## config.mk

```make
export PLATFORM = sky130hd
export DESIGN_NAME = game_over_char_rom
export DESIGN_NICKNAME = d
export VERILOG_FILES = /design/src/rtl/game_over_font_pkg.sv /design/src/rtl/font_rom_8x8.sv /design/src/rtl/game_over_char_rom.sv
export SDC_FILE = /design/constraint.sdc
export NUM_CORES = 1
export LEC_CHECK = 0
export CAP_MARGIN = 20
export CORE_ASPECT_RATIO = 0.9
export CORE_UTILIZATION = 47
export DETAILED_ROUTE_END_ITERATION = 10
export PLACE_DENSITY = 0.95
export SLEW_MARGIN = 10
export SYNTH_ARGS = -nofsm -noshare
export SYNTH_HDL_FRONTEND = slang
export SYNTH_SLANG_ARGS = --single-unit
```

## constraint.sdc

```tcl
create_clock -name pclk -period 3.7 [get_ports pclk]
set_clock_uncertainty 0.05 [all_clocks]
set_input_delay 0.74 -clock pclk [delete_from_list [all_inputs] [get_ports pclk]]
set_output_delay 0.74 -clock pclk [all_outputs]
set_load 0.01 [all_outputs]
```

## src/rtl/game_over_font_pkg.sv

```systemverilog
// game_over_font_pkg
// Shared constants for the game-over text responder:
//   - character codes (ASCII values) for every letter the two messages use
//   - the two 9-column messages, column 0 in the most significant byte
//   - the 8x8 glyph table, glyph row 0 in the most significant byte
//   - default scale / glyph size constants
//   - helpers: message lookup, glyph row lookup, line-to-glyph-row divider
package game_over_font_pkg;

  localparam int DEFAULT_SCALE = 10;
  localparam int GLYPH_PX      = 8;

  localparam logic [7:0] CH_SPACE = 8'h20;
  localparam logic [7:0] CH_A     = 8'h41;
  localparam logic [7:0] CH_C     = 8'h43;
  localparam logic [7:0] CH_E     = 8'h45;
  localparam logic [7:0] CH_G     = 8'h47;
  localparam logic [7:0] CH_I     = 8'h49;
  localparam logic [7:0] CH_M     = 8'h4D;
  localparam logic [7:0] CH_O     = 8'h4F;
  localparam logic [7:0] CH_R     = 8'h52;
  localparam logic [7:0] CH_T     = 8'h54;
  localparam logic [7:0] CH_V     = 8'h56;
  localparam logic [7:0] CH_Y     = 8'h59;

  // Column 0 sits in bits [71:64].
  localparam logic [71:0] MSG_GAME_OVER =
    {CH_G, CH_A, CH_M, CH_E, CH_SPACE, CH_O, CH_V, CH_E, CH_R};
  localparam logic [71:0] MSG_VICTORY =
    {CH_SPACE, CH_V, CH_I, CH_C, CH_T, CH_O, CH_R, CH_Y, CH_SPACE};

  // Glyph row 0 sits in bits [63:56]; bit 7 of each row is the leftmost pixel.
  localparam logic [63:0] GLYPH_A = 64'h1824_4242_7E42_4200;
  localparam logic [63:0] GLYPH_C = 64'h3C42_4040_4042_3C00;
  localparam logic [63:0] GLYPH_E = 64'h7E40_407C_4040_7E00;
  localparam logic [63:0] GLYPH_G = 64'h3C42_404E_4242_3C00;
  localparam logic [63:0] GLYPH_I = 64'h3C18_1818_1818_3C00;
  localparam logic [63:0] GLYPH_M = 64'h4266_5A42_4242_4200;
  localparam logic [63:0] GLYPH_O = 64'h3C42_4242_4242_3C00;
  localparam logic [63:0] GLYPH_R = 64'h7C42_427C_4844_4200;
  localparam logic [63:0] GLYPH_T = 64'h7E18_1818_1818_1800;
  localparam logic [63:0] GLYPH_V = 64'h4242_4242_4224_1800;
  localparam logic [63:0] GLYPH_Y = 64'h4242_2418_1818_1800;

  // Character code at message column col (caller guarantees col < 9).
  function automatic logic [7:0] msg_char(input logic sel, input logic [3:0] col);
    logic [71:0] msg;
    logic [71:0] shifted;
    msg     = sel ? MSG_VICTORY : MSG_GAME_OVER;
    shifted = msg << {col, 3'b000};
    return shifted[71:64];
  endfunction

  // One 8-pixel row of a glyph; SPACE and unknown codes are blank.
  function automatic logic [7:0] glyph_row(input logic [7:0] code, input logic [2:0] row);
    logic [63:0] glyph;
    logic [63:0] shifted;
    case (code)
      CH_A:    glyph = GLYPH_A;
      CH_C:    glyph = GLYPH_C;
      CH_E:    glyph = GLYPH_E;
      CH_G:    glyph = GLYPH_G;
      CH_I:    glyph = GLYPH_I;
      CH_M:    glyph = GLYPH_M;
      CH_O:    glyph = GLYPH_O;
      CH_R:    glyph = GLYPH_R;
      CH_T:    glyph = GLYPH_T;
      CH_V:    glyph = GLYPH_V;
      CH_Y:    glyph = GLYPH_Y;
      default: glyph = 64'h0;
    endcase
    shifted = glyph << {row, 3'b000};
    return shifted[63:56];
  endfunction

  // Constant-divisor division of the pixel line by scale, built as a
  // comparator chain against the fixed multiples of scale. Result is
  // {blank, glyph_row}; blank is set once the line leaves the cell.
  function automatic logic [3:0] line_to_row(input logic [7:0] line, input int scale);
    logic [3:0] res;
    res = 4'd8;
    for (int k = 7; k >= 0; k--) begin
      res = (int'(line) < (k + 1) * scale) ? 4'(k) : res;
    end
    return res;
  endfunction

endpackage

```

## src/rtl/font_rom_8x8.sv

```systemverilog
// font_rom_8x8
// Registered 8x8 font lookup (second pipeline stage of the responder).
//   pclk  : pixel clock
//   rst_n : asynchronous active-low reset, clears the row register
//   blank : forces the registered row to zero (used for blinking)
//   code  : character code
//   row   : glyph row 0..7
//   glyph : registered 8-bit glyph row, bit 7 = leftmost pixel
module font_rom_8x8
  import game_over_font_pkg::*;
(
  input  logic       pclk,
  input  logic       rst_n,
  input  logic       blank,
  input  logic [7:0] code,
  input  logic [2:0] row,
  output logic [7:0] glyph
);

  logic [7:0] glyph_r;

  // Glyph row register; blanking takes effect in the same stage so latency is unchanged.
  always_ff @(posedge pclk or negedge rst_n) begin
    if (!rst_n) begin
      glyph_r <= 8'h00;
    end else if (blank) begin
      glyph_r <= 8'h00;
    end else begin
      glyph_r <= glyph_row(code, row);
    end
  end

  assign glyph = glyph_r;

endmodule

```

## src/rtl/game_over_char_rom.sv

```systemverilog
// game_over_char_rom
// Answers the game-over overlay's character request with a scaled line bitmap
// exactly two pclk cycles after the request.
//   pclk                  : pixel clock
//   rst_n                 : asynchronous active-low reset
//   vsync_in              : vertical sync; rising edge = frame boundary
//   victory               : selects " VICTORY " instead of "GAME OVER"
//   char_yx_game_over     : [7:4] character row, [3:0] character column
//   char_line_game_over   : pixel line within the cell, 0..8*SCALE-1
//   char_pixels_game_over : line bitmap, bit 8*SCALE-1 = leftmost pixel
// Build option: define GAME_OVER_BLINK_EN to blank the text for 32 of
// every 64 frames.
module game_over_char_rom
  import game_over_font_pkg::*;
#(
  parameter int SCALE   = DEFAULT_SCALE,
  parameter int MSG_LEN = 9
) (
  input  logic                        pclk,
  input  logic                        rst_n,
  input  logic                        vsync_in,
  input  logic                        victory,
  input  logic [7:0]                  char_yx_game_over,
  input  logic [7:0]                  char_line_game_over,
  output logic [GLYPH_PX*SCALE-1:0]   char_pixels_game_over
);

  logic       vsync_d_r;
  logic       msg_sel_r;
  logic       vsync_rise_s;
  logic [7:0] code_s;
  logic [2:0] row_s;
  logic [3:0] line_row_s;
  logic [7:0] code_r;
  logic [2:0] row_r;
  logic       blank_s;
  logic [7:0] glyph_s;

  assign vsync_rise_s = vsync_in & ~vsync_d_r;

  // Frame-boundary detect and once-per-frame message latch.
  always_ff @(posedge pclk or negedge rst_n) begin
    if (!rst_n) begin
      vsync_d_r <= 1'b0;
      msg_sel_r <= 1'b0;
    end else begin
      vsync_d_r <= vsync_in;
      msg_sel_r <= vsync_rise_s ? victory : msg_sel_r;
    end
  end

  // Stage 1 lookup: anything outside row 0, past the message, or below the
  // cell becomes SPACE so stage 2 produces an empty line.
  always_comb begin
    code_s     = CH_SPACE;
    row_s      = 3'd0;
    line_row_s = line_to_row(char_line_game_over, SCALE);
    if ((char_yx_game_over[7:4] == 4'd0) &&
        (int'(char_yx_game_over[3:0]) < MSG_LEN) &&
        !line_row_s[3]) begin
      code_s = msg_char(msg_sel_r, char_yx_game_over[3:0]);
      row_s  = line_row_s[2:0];
    end else begin
      code_s = CH_SPACE;
      row_s  = 3'd0;
    end
  end

  // Stage 1 register.
  always_ff @(posedge pclk or negedge rst_n) begin
    if (!rst_n) begin
      code_r <= 8'h00;
      row_r  <= 3'd0;
    end else begin
      code_r <= code_s;
      row_r  <= row_s;
    end
  end

`ifdef GAME_OVER_BLINK_EN
  logic [5:0] blink_cnt_r;

  // Frame counter; its MSB hides the text for half of each 64-frame period.
  always_ff @(posedge pclk or negedge rst_n) begin
    if (!rst_n) begin
      blink_cnt_r <= 6'd0;
    end else if (vsync_rise_s) begin
      blink_cnt_r <= blink_cnt_r + 6'd1;
    end else begin
      blink_cnt_r <= blink_cnt_r;
    end
  end

  assign blank_s = blink_cnt_r[5];
`else
  assign blank_s = 1'b0;
`endif

  font_rom_8x8 u_font_rom (
    .pclk  (pclk),
    .rst_n (rst_n),
    .blank (blank_s),
    .code  (code_r),
    .row   (row_r),
    .glyph (glyph_s)
  );

  // Expansion is pure fan-out of the stage 2 register: glyph bit 7-k drives
  // output slice [8*SCALE-1-k*SCALE -: SCALE].
  for (genvar k = 0; k < GLYPH_PX; k++) begin : g_expand
    assign char_pixels_game_over[GLYPH_PX*SCALE-1-k*SCALE -: SCALE] = {SCALE{glyph_s[GLYPH_PX-1-k]}};
  end

endmodule

```

==> reports/qor.txt, run 1 <==
Status -> completed
Hold buffers post-CTS -> 0
First-pass GRT wire length -> 8650 µm
Ranking of synthesized cells by area -> buf_4 23%, dfrtp_1 19%, a21oi_1 5.0%, ha_1 3.6%, nor2b_1 3.4%
# diodes -> 0
Final wirelength -> 5470 µm
Die ar. -> 0.00542 mm²
Yosys reg bits -> 18
Clock Sinks -> 18
R2R Setup Slk -> 1.32 ns
Die W -> 77.5 µm
Final Cycle Share -> 65.9%
Crit-path max cell delay -> 0.68 ns
Post-synth top flop -> dfrtp_1
Setup TNS -> 0 ns
CTS Root Cell -> clkbuf_8
Max Root-Sink Buffers -> 2
Detailed placer's ending HPWL -> 4070 µm
Critical path data arrival time -> 2.53 ns
Critical path class -> in -> reg
Worst Path Max Fanout -> 10
Commonest cells in the netlist -> 74 x buf_4, 24 x a21oi_1, 18 x dfrtp_1
Crit path time final -> 2.44 ns
Average routed wire per standard cell -> 14.4 µm
Final instance area -> 0.00276 mm²
Sequential area share after synthesis -> 18.7%
Post-synth EDFFs -> 0
H-tree levels -> 1
Worst setup SP type -> input port
Initial antenna violation count -> 0
Worst slew pin tran -> 0.782 ns
Pin count of the biggest net entering global routing -> 26
Largest area contributor in the netlist -> buf_4
Max Clk Rate -> 410 MHz
LEAKAGE -> 1.07 nW
CP Capture Point -> code_r[6]
Final setup viols -> 0
Met3 WL -> 344 µm
Post-CTS setup buffer count -> 0
Synth warnings -> 0
CTS resizes -> 0
Final Core Density -> 56.4%
Worst-skew pair later-pin latency -> 0.25 ns
Final Power -> 432 µW
Slowest CP cell -> clkdlybuf4s50_1
Max-slew headroom -> 47.8%
Mapped Cells -> 305
Initial Util -> 49.2%
PwrDens -> 157 mW/mm²
Vert. Die Dim -> 69.9 µm
Post-Syn Area per Cell -> 7.90 µm²
Layout cells sized above 1 -> 2.86%
I/O Pins -> 100
Fill cells -> 423
Total Routing Usage GR -> 19.5%
Max Cap Viol -> 0
Req. time, crit path -> 3.79 ns
Max Slew Vio Count -> 0
Synth-to-Final Area Change -> 14.5%
Post-place instance area -> 0.00272 mm²
Crit. End Element -> flop
CTS clk-pin slew, worst paths -> 0.06 ns
Metal-1 WL -> 2280 µm
Core Area -> 0.00489 mm²
WL met2 -> 2800 µm
RSZ-0062 raised after global routing -> false
Final Hold Fails -> 0
Worst r2r dst -> u_font_rom.glyph[2]
Crit-path cells -> clkdlybuf4s50_1, inv_1, ha_1, nor2b_1, o221ai_2, a21oi_1, o31a_1
Fin nets -> 344
Detailed-route via count -> 2125
Post-synth top area share -> 23.1%
TritonCTS Buffers -> 3
Vias in the first global route -> 1823
Worst hold path type -> reg -> reg
GRT overflow -> 0
# port buffers -> 78
Setup Slack @ Placement -> 1.01 ns
Most common cell in the netlist -> buf_4
Initial DRC Count -> 188
Antenna Nets Post-Route -> 0
Gpl congestion -> 0.960
Vias per cell -> 5.59
CP Launch Point -> char_yx_game_over[1]
R2r worst-path depth -> 5
RR Startpoint -> code_r[2]
Max Used Layer -> met4
Pre-antenna DRT Iters -> 4
Post-Syn Area -> 0.00241 mm²
Setup ws final -> 1.26 ns
DRC Markers -> 0
Site Rows -> 24
Synth cell types -> 64
Worst ir drop on vdd -> 0.000130 V
CTS tree -> yes
Post-synth ARST share -> 100%
[final cells by class]
type	instances	area, µm²	area share (%)
Tap cell	65	81.3	2.95
Timing Repair Buffer	78	781	28.3
Multi-Input combinational cell	203	1360	49.2
Inverter	13	48.8	1.77
Clock buffer	3	41.3	1.50
Sequential cell	18	450	16.3
[worst max-delay path, delay by kind of cell]
kind	cells	cell delay, ns
fa+ha+maj	1	0.20
buf+inv	2	0.82
simple gates	1	0.14
compound gates	3	0.63
[logic make-up after synthesis]
family | count (synthesis) | synth area share (%)
buffers and inverters | 103 | 27.9
other | 1 | 0.156
DFF | 18 | 18.7
and+or+nand+nor | 78 | 19.9
xor gates and xnor gates | 2 | 0.727
AOI/OAI and AO/OA | 92 | 27.2
adders and majority gates | 7 | 3.64
muxes | 4 | 1.71
[sequential cells by signal (all words and copies together) (netlist names)]
| name | count |
|---|---|
| code_r | 7 |
| msg_sel_r | 1 |
| row_r | 3 |
| u_font_rom.glyph | 6 |
| vsync_d_r | 1 |
[how the worst min path moves through the flow]
stage	from	endpoint	slack [ns]	depth (start not counted)
finish	vsync_d_r	msg_sel_r	0.55	2
global route	vsync_d_r	msg_sel_r	0.57	2
CTS	vsync_d_r	msg_sel_r	0.55	2
detailed placement	vsync_d_r	msg_sel_r	0.54	2
global placement	vsync_d_r	msg_sel_r	0.53	2
floorplan	rst_n	code_r[0]	0.39	0
[metal layers]
layer	up-vias	GRT usage [%]
met3	6	3.14
met4	0	5.24
li1	1028	-
met2	97	33.9
met5	-	0
met1	994	24.8
[power by group]
| group | switching, mW | internal (mW) | leakage, nW |
|---|---|---|---|
| Sequential | 0.00473 | 0.200 | 0.242 |
| Clock | 0.0608 | 0.0723 | 0.0216 |
| Combinational | 0.0513 | 0.0434 | 0.808 |
| Total | 0.117 | 0.315 | 1.07 |
[cells in the final DEF, fill, tap and decap left out, drive strengths merged, types with 4 or more instances in the layout]
cell           instances
nor2                   9
nor2b                 13
nand2                 10
o21a                   4
nand3                  5
o21ai                 15
clkdlybuf4s50         78
nand2b                 7
ha                     7
o31a                   4
a21o                   5
nor3                   7
a31oi                  4
conb                  20
inv                   12
dfrtp                 18
nor3b                  5
a21oi                 24
[through the flow]
step | std cells | hold slack, ns
final | 380 | 0.546
after global routing | 380 | 0.568
after CTS | 380 | 0.549
after detailed placement | 377 | 0.537
after global placement | 377 | 0.528
after floorplan | 324 | 0.394
Power figures use the tool's default switching activity.
==> run 2, diff against run 1 <==
--- a/config.mk
+++ b/config.mk
@@ -7,9 +7,9 @@
 export LEC_CHECK = 0
 export CAP_MARGIN = 20
 export CORE_ASPECT_RATIO = 0.9
-export CORE_UTILIZATION = 47
+export CORE_UTILIZATION = 44
 export DETAILED_ROUTE_END_ITERATION = 10
-export PLACE_DENSITY = 0.95
+export PLACE_DENSITY = 0.92
 export SLEW_MARGIN = 10
 export SYNTH_ARGS = -nofsm -noshare
 export SYNTH_HDL_FRONTEND = slang
==> constraint.sdc (replaced) <==
create_clock -name pclk -period 2.3 [get_ports pclk]
set_clock_uncertainty 0.05 [all_clocks]
set_input_delay 0.46 -clock pclk [delete_from_list [all_inputs] [get_ports pclk]]
set_output_delay 0.46 -clock pclk [all_outputs]
set_load 0.01 [all_outputs]
==> reports/qor.txt, run 2 (same netlist as run 1, synthesis figures left out) <==
Antenna Nets Post-Route -> 0
Pre-antenna DRT Iters -> 5
Final Hold Fails -> 0
# port buffers -> 78
CTS tree -> yes
Core Area -> 0.00526 mm²
Final setup viols -> 0
Max Root-Sink Buffers -> 2
Crit. End Element -> flop
Gpl congestion -> 1.09
I/O Pins -> 100
Switching pwr -> 191 µW
Initial Util -> 45.8%
Max Slew Vio Count -> 0
Die W -> 80.0 µm
Detailed-route via count -> 2223
Layout cells sized above 1 -> 7.55%
DRC Markers -> 0
Crit path time final -> 2.11 ns
RSZ-0062 raised after global routing -> false
GRT overflow -> 0
Sequential share of power -> 44.4%
Pin count of the biggest net entering global routing -> 19
Initial DRC Count -> 207
Fin nets -> 359
CTS resizes -> 0
Clock share of power -> 34.1%
Hold buffers post-CTS -> 0
Worst Path Max Fanout -> 17
Critical path data arrival time -> 2.25 ns
Synth-to-Final Area Change -> 19.9%
Final Power -> 739 µW
Worst slew pin tran -> 0.582 ns
Final Core Density -> 55.0%
Req. time, crit path -> 2.44 ns
Initial antenna violation count -> 0
Final Cycle Share -> 91.7%
Fill cells -> 494
Max Clk Rate -> 474 MHz
Worst setup SP type -> flop
Sw Ratio -> 25.8%
CTS clk-pin slew, worst paths -> 0.07 ns
Commonest non-fill, non-tap cell in the layout -> clkdlybuf4s50_1
Vias per cell -> 5.59
PwrDens -> 256 mW/mm²
Setup TNS -> 0 ns
Worst-skew pair later-pin latency -> 0.25 ns
Post-CTS setup buffer count -> 0
Int Pwr -> 549 µW
Worst hold path type -> in -> async
Status -> completed
LEAKAGE -> 1.16 nW
Vias in the first global route -> 2047
Max-slew headroom -> 61.2%
# diodes -> 0
Average routed wire per standard cell -> 14.7 µm
Min Hold Slack -> 0.474 ns
TritonCTS Buffers -> 3
CTS Root Cell -> clkbuf_8
Total Routing Usage GR -> 20.9%
Detailed placer's ending HPWL -> 4430 µm
Most frequent cells in the layout -> 78 x clkdlybuf4s50_1, 24 x a21oi_1, 20 x conb_1, 18 x dfrtp_1, 15 x buf_4
Number of flip-flops in the largest register -> 7
Critical path class -> reg -> reg
Vert. Die Dim -> 72.2 µm
Clock Sinks -> 18
Die ar. -> 0.00577 mm²
Site Rows -> 25
Worst ir drop on vdd -> 0.000188 V
First-pass GRT wire length -> 9680 µm
Logic gate share of total power -> 21.5%
H-tree levels -> 1
Top reg by flops -> code_r
Max Cap Viol -> 0
Final wirelength -> 5860 µm
==> run 2: cell count changes in the layout (fill, tap and decap cells not counted) <==
cell / previous run / this run
buf_4: 0 / 15
clkbuf_8: 3 / 4
==> run 2: power groups by stage <==
stage / Sequential (mW) / Clock (mW) / Combinational (mW)
6_report: 0.328 / 0.252 / 0.159
5_1_grt: 0.329 / 0.276 / 0.178
3_5_place_dp: 0.334 / 0 / 0.157
4_1_cts: 0.328 / 0.258 / 0.158
3_3_place_gp: 0.334 / 0 / 0.153
2_1_floorplan: 0.332 / 0 / 0.116
==> run 2: worst paths after layout <==
kind / start / to / slack [ns] / cells past startpoint
worst min register to register: vsync_d_r / msg_sel_r / 0.56 / 2
worst max register to register: code_r[4] / u_font_rom.glyph[2] / 0.19 / 5
worst min-delay path: rst_n / vsync_d_r / 0.47 / 2
worst max-delay path: code_r[4] / u_font_rom.glyph[2] / 0.19 / 5
min in group pclk: vsync_d_r / msg_sel_r / 0.56 / 2
max in group asynchronous: rst_n / u_font_rom.glyph[6] / 1.53 / 2
==> run 2: through the flow <==
stage	setup WS (ns)	instances	instance area [µm²]
global placement	0.123	394	2830
detailed placement	0.107	394	2830
floorplan	0.523	324	2480
finish	0.192	398	2890
global route	0.0892	398	2890
CTS	0.245	398	2890
==> run 2: layout make-up <==
type,count,area (µm²),share of cell area [%]
Multi-Input combinational cell,203,1360,47.0
Timing Repair Buffer,93,893,30.9
Sequential cell,18,450,15.6
Tap cell,67,83.8,2.90
Clock buffer,4,55.1,1.91
Inverter,13,48.8,1.69
==> run 2: worst max-delay path, stage by stage, from the launching register on <==
cell      delay (ns)
dfrtp_1         0.58
nand2b_1        0.39
or4_1           0.52
a21oi_1         0.17
o21ba_1         0.18
o32a_1          0.16
==> run 2: per-layer routing <==
| metal | global-route usage, % | vias up | wire length, µm |
|---|---|---|---|
| li1 | - | 1064 | - |
| met1 | 25.0 | 1037 | 2260 |
| met2 | 36.8 | 107 | 3080 |
| met3 | 3.02 | 15 | 396 |
| met4 | 10.3 | 0 | 123 |
| met5 | 0 | - | 0 |
==> run 3, diff against run 2 <==
--- a/config.mk
+++ b/config.mk
@@ -7,7 +7,9 @@
 export LEC_CHECK = 0
 export CAP_MARGIN = 20
 export CORE_ASPECT_RATIO = 0.9
+export CORE_MARGIN = 3
 export CORE_UTILIZATION = 44
+export CTS_CLUSTER_DIAMETER = 100
 export DETAILED_ROUTE_END_ITERATION = 10
 export PLACE_DENSITY = 0.92
 export SLEW_MARGIN = 10
==> reports/qor.txt, run 3 (same netlist as run 1, synthesis figures left out) <==
LEAKAGE -> 1.16 nW
Site Rows -> 24
Setup Slack @ Placement -> 0.0897 ns
PwrDens -> 241 mW/mm²
Antenna Nets Post-Route -> 0
# port buffers -> 78
Fill cells -> 440
Initial Util -> 47.5%
Setup TNS -> 0 ns
Final wirelength -> 6170 µm
Gpl congestion -> 1.02
Req. time, crit path -> 2.38 ns
Most frequent cells in the layout -> 78 x clkdlybuf4s50_1, 24 x a21oi_1, 20 x conb_1, 18 x dfrtp_1, 18 x buf_4
Number of flip-flops in the largest register -> 7
Top reg by flops -> code_r
Final instance area -> 0.00289 mm²
Worst Path Max Fanout -> 17
CTS Root Cell -> clkbuf_8
Multi-input gate area -> 0.00136 mm²
Vias in the first global route -> 2130
Setup ws final -> 0.208 ns
DRC Markers -> 0
Status -> completed
H-tree levels -> 1
Initial antenna violation count -> 0
Worst ir drop on vdd -> 0.000210 V
RSZ-0062 raised after global routing -> false
Final Cycle Share -> 90.9%
Initial DRC Count -> 253
Reg area -> 450 µm²
Post-CTS setup buffer count -> 0
TritonCTS Buffers -> 3
Total Routing Usage GR -> 19.0%
Max Clk Rate -> 478 MHz
Detailed-route via count -> 2278
Worst slew pin tran -> 0.629 ns
CTS tree -> yes
Die W -> 84.0 µm
Die ar. -> 0.00640 mm²
Worst setup SP type -> flop
Min Hold Slack -> 0.489 ns
Crit path time final -> 2.09 ns
Inst Count DP -> 395
Clock Sinks -> 18
Critical path data arrival time -> 2.17 ns
GRT overflow -> 0
Pre-antenna DRT Iters -> 4
Final Hold Fails -> 0
Layout cells sized above 1 -> 8.11%
Synth-to-Final Area Change -> 20.2%
Final Power -> 697 µW
Vert. Die Dim -> 76.2 µm
Hold buffers post-CTS -> 0
Worst hold path type -> in -> async
Pin count of the biggest net entering global routing -> 22
Commonest non-fill, non-tap cell in the layout -> clkdlybuf4s50_1
Vias per cell -> 5.72
Max Cap Viol -> 0
CTS clk-pin slew, worst paths -> 0.06 ns
Fin nets -> 362
Final setup viols -> 0
Final Core Density -> 57.0%
Average routed wire per standard cell -> 15.5 µm
Post-place instance area -> 0.00285 mm²
# diodes -> 0
Worst-skew pair later-pin latency -> 0.24 ns
First-pass GRT wire length -> 10400 µm
Fin cells -> 398
Max Root-Sink Buffers -> 2
Max Slew Vio Count -> 0
Core Area -> 0.00507 mm²
Crit. End Element -> flop
CTS resizes -> 0
Detailed placer's ending HPWL -> 4840 µm
Critical path class -> reg -> reg
I/O Pins -> 100
Max-slew headroom -> 57.9%
-- run 3: critical path: stages, from the launching register on --
cell and delay (ns):
dfrtp_1 0.68, nor2b_1 0.25, a21oi_1 0.25, and3b_1 0.21, o21ba_1 0.21, o32a_1 0.33
-- run 3: where the power goes --
part / switching [mW] / internal [mW] / leakage [nW]
clock network: 0.0929 / 0.116 / 0.0216
registers: 0.00742 / 0.321 / 0.242
logic: 0.0841 / 0.0759 / 0.899
-- run 3: per-layer routing --
layer	wire, µm	GRT usage [%]	vias to the layer above
met2	3180	35.0	145
met3	557	1.30	13
met1	2310	23.5	1050
met5	0	0	-
met4	120	5.95	0
li1	-	-	1070
-- run 3: final timing paths --
path                                start  depth (start not counted)                  end  slack [ns]
worst max register to register  code_r[4]                          5  u_font_rom.glyph[2]        0.21
worst min register to register  vsync_d_r                          2            msg_sel_r        0.56
min in group pclk               vsync_d_r                          2            msg_sel_r        0.56
worst max-delay path            code_r[4]                          5  u_font_rom.glyph[2]        0.21
max in group asynchronous           rst_n                          2  u_font_rom.glyph[2]        1.52
worst min-delay path                rst_n                          2            vsync_d_r        0.49
-- run 3: final cells by class --
class / count / area share [%]
multi-input combinational: 203 / 46.9
timing repair buffer: 96 / 31.6
clock buffer: 3 / 1.43
inverter: 13 / 1.69
sequential: 18 / 15.6
tap: 65 / 2.81
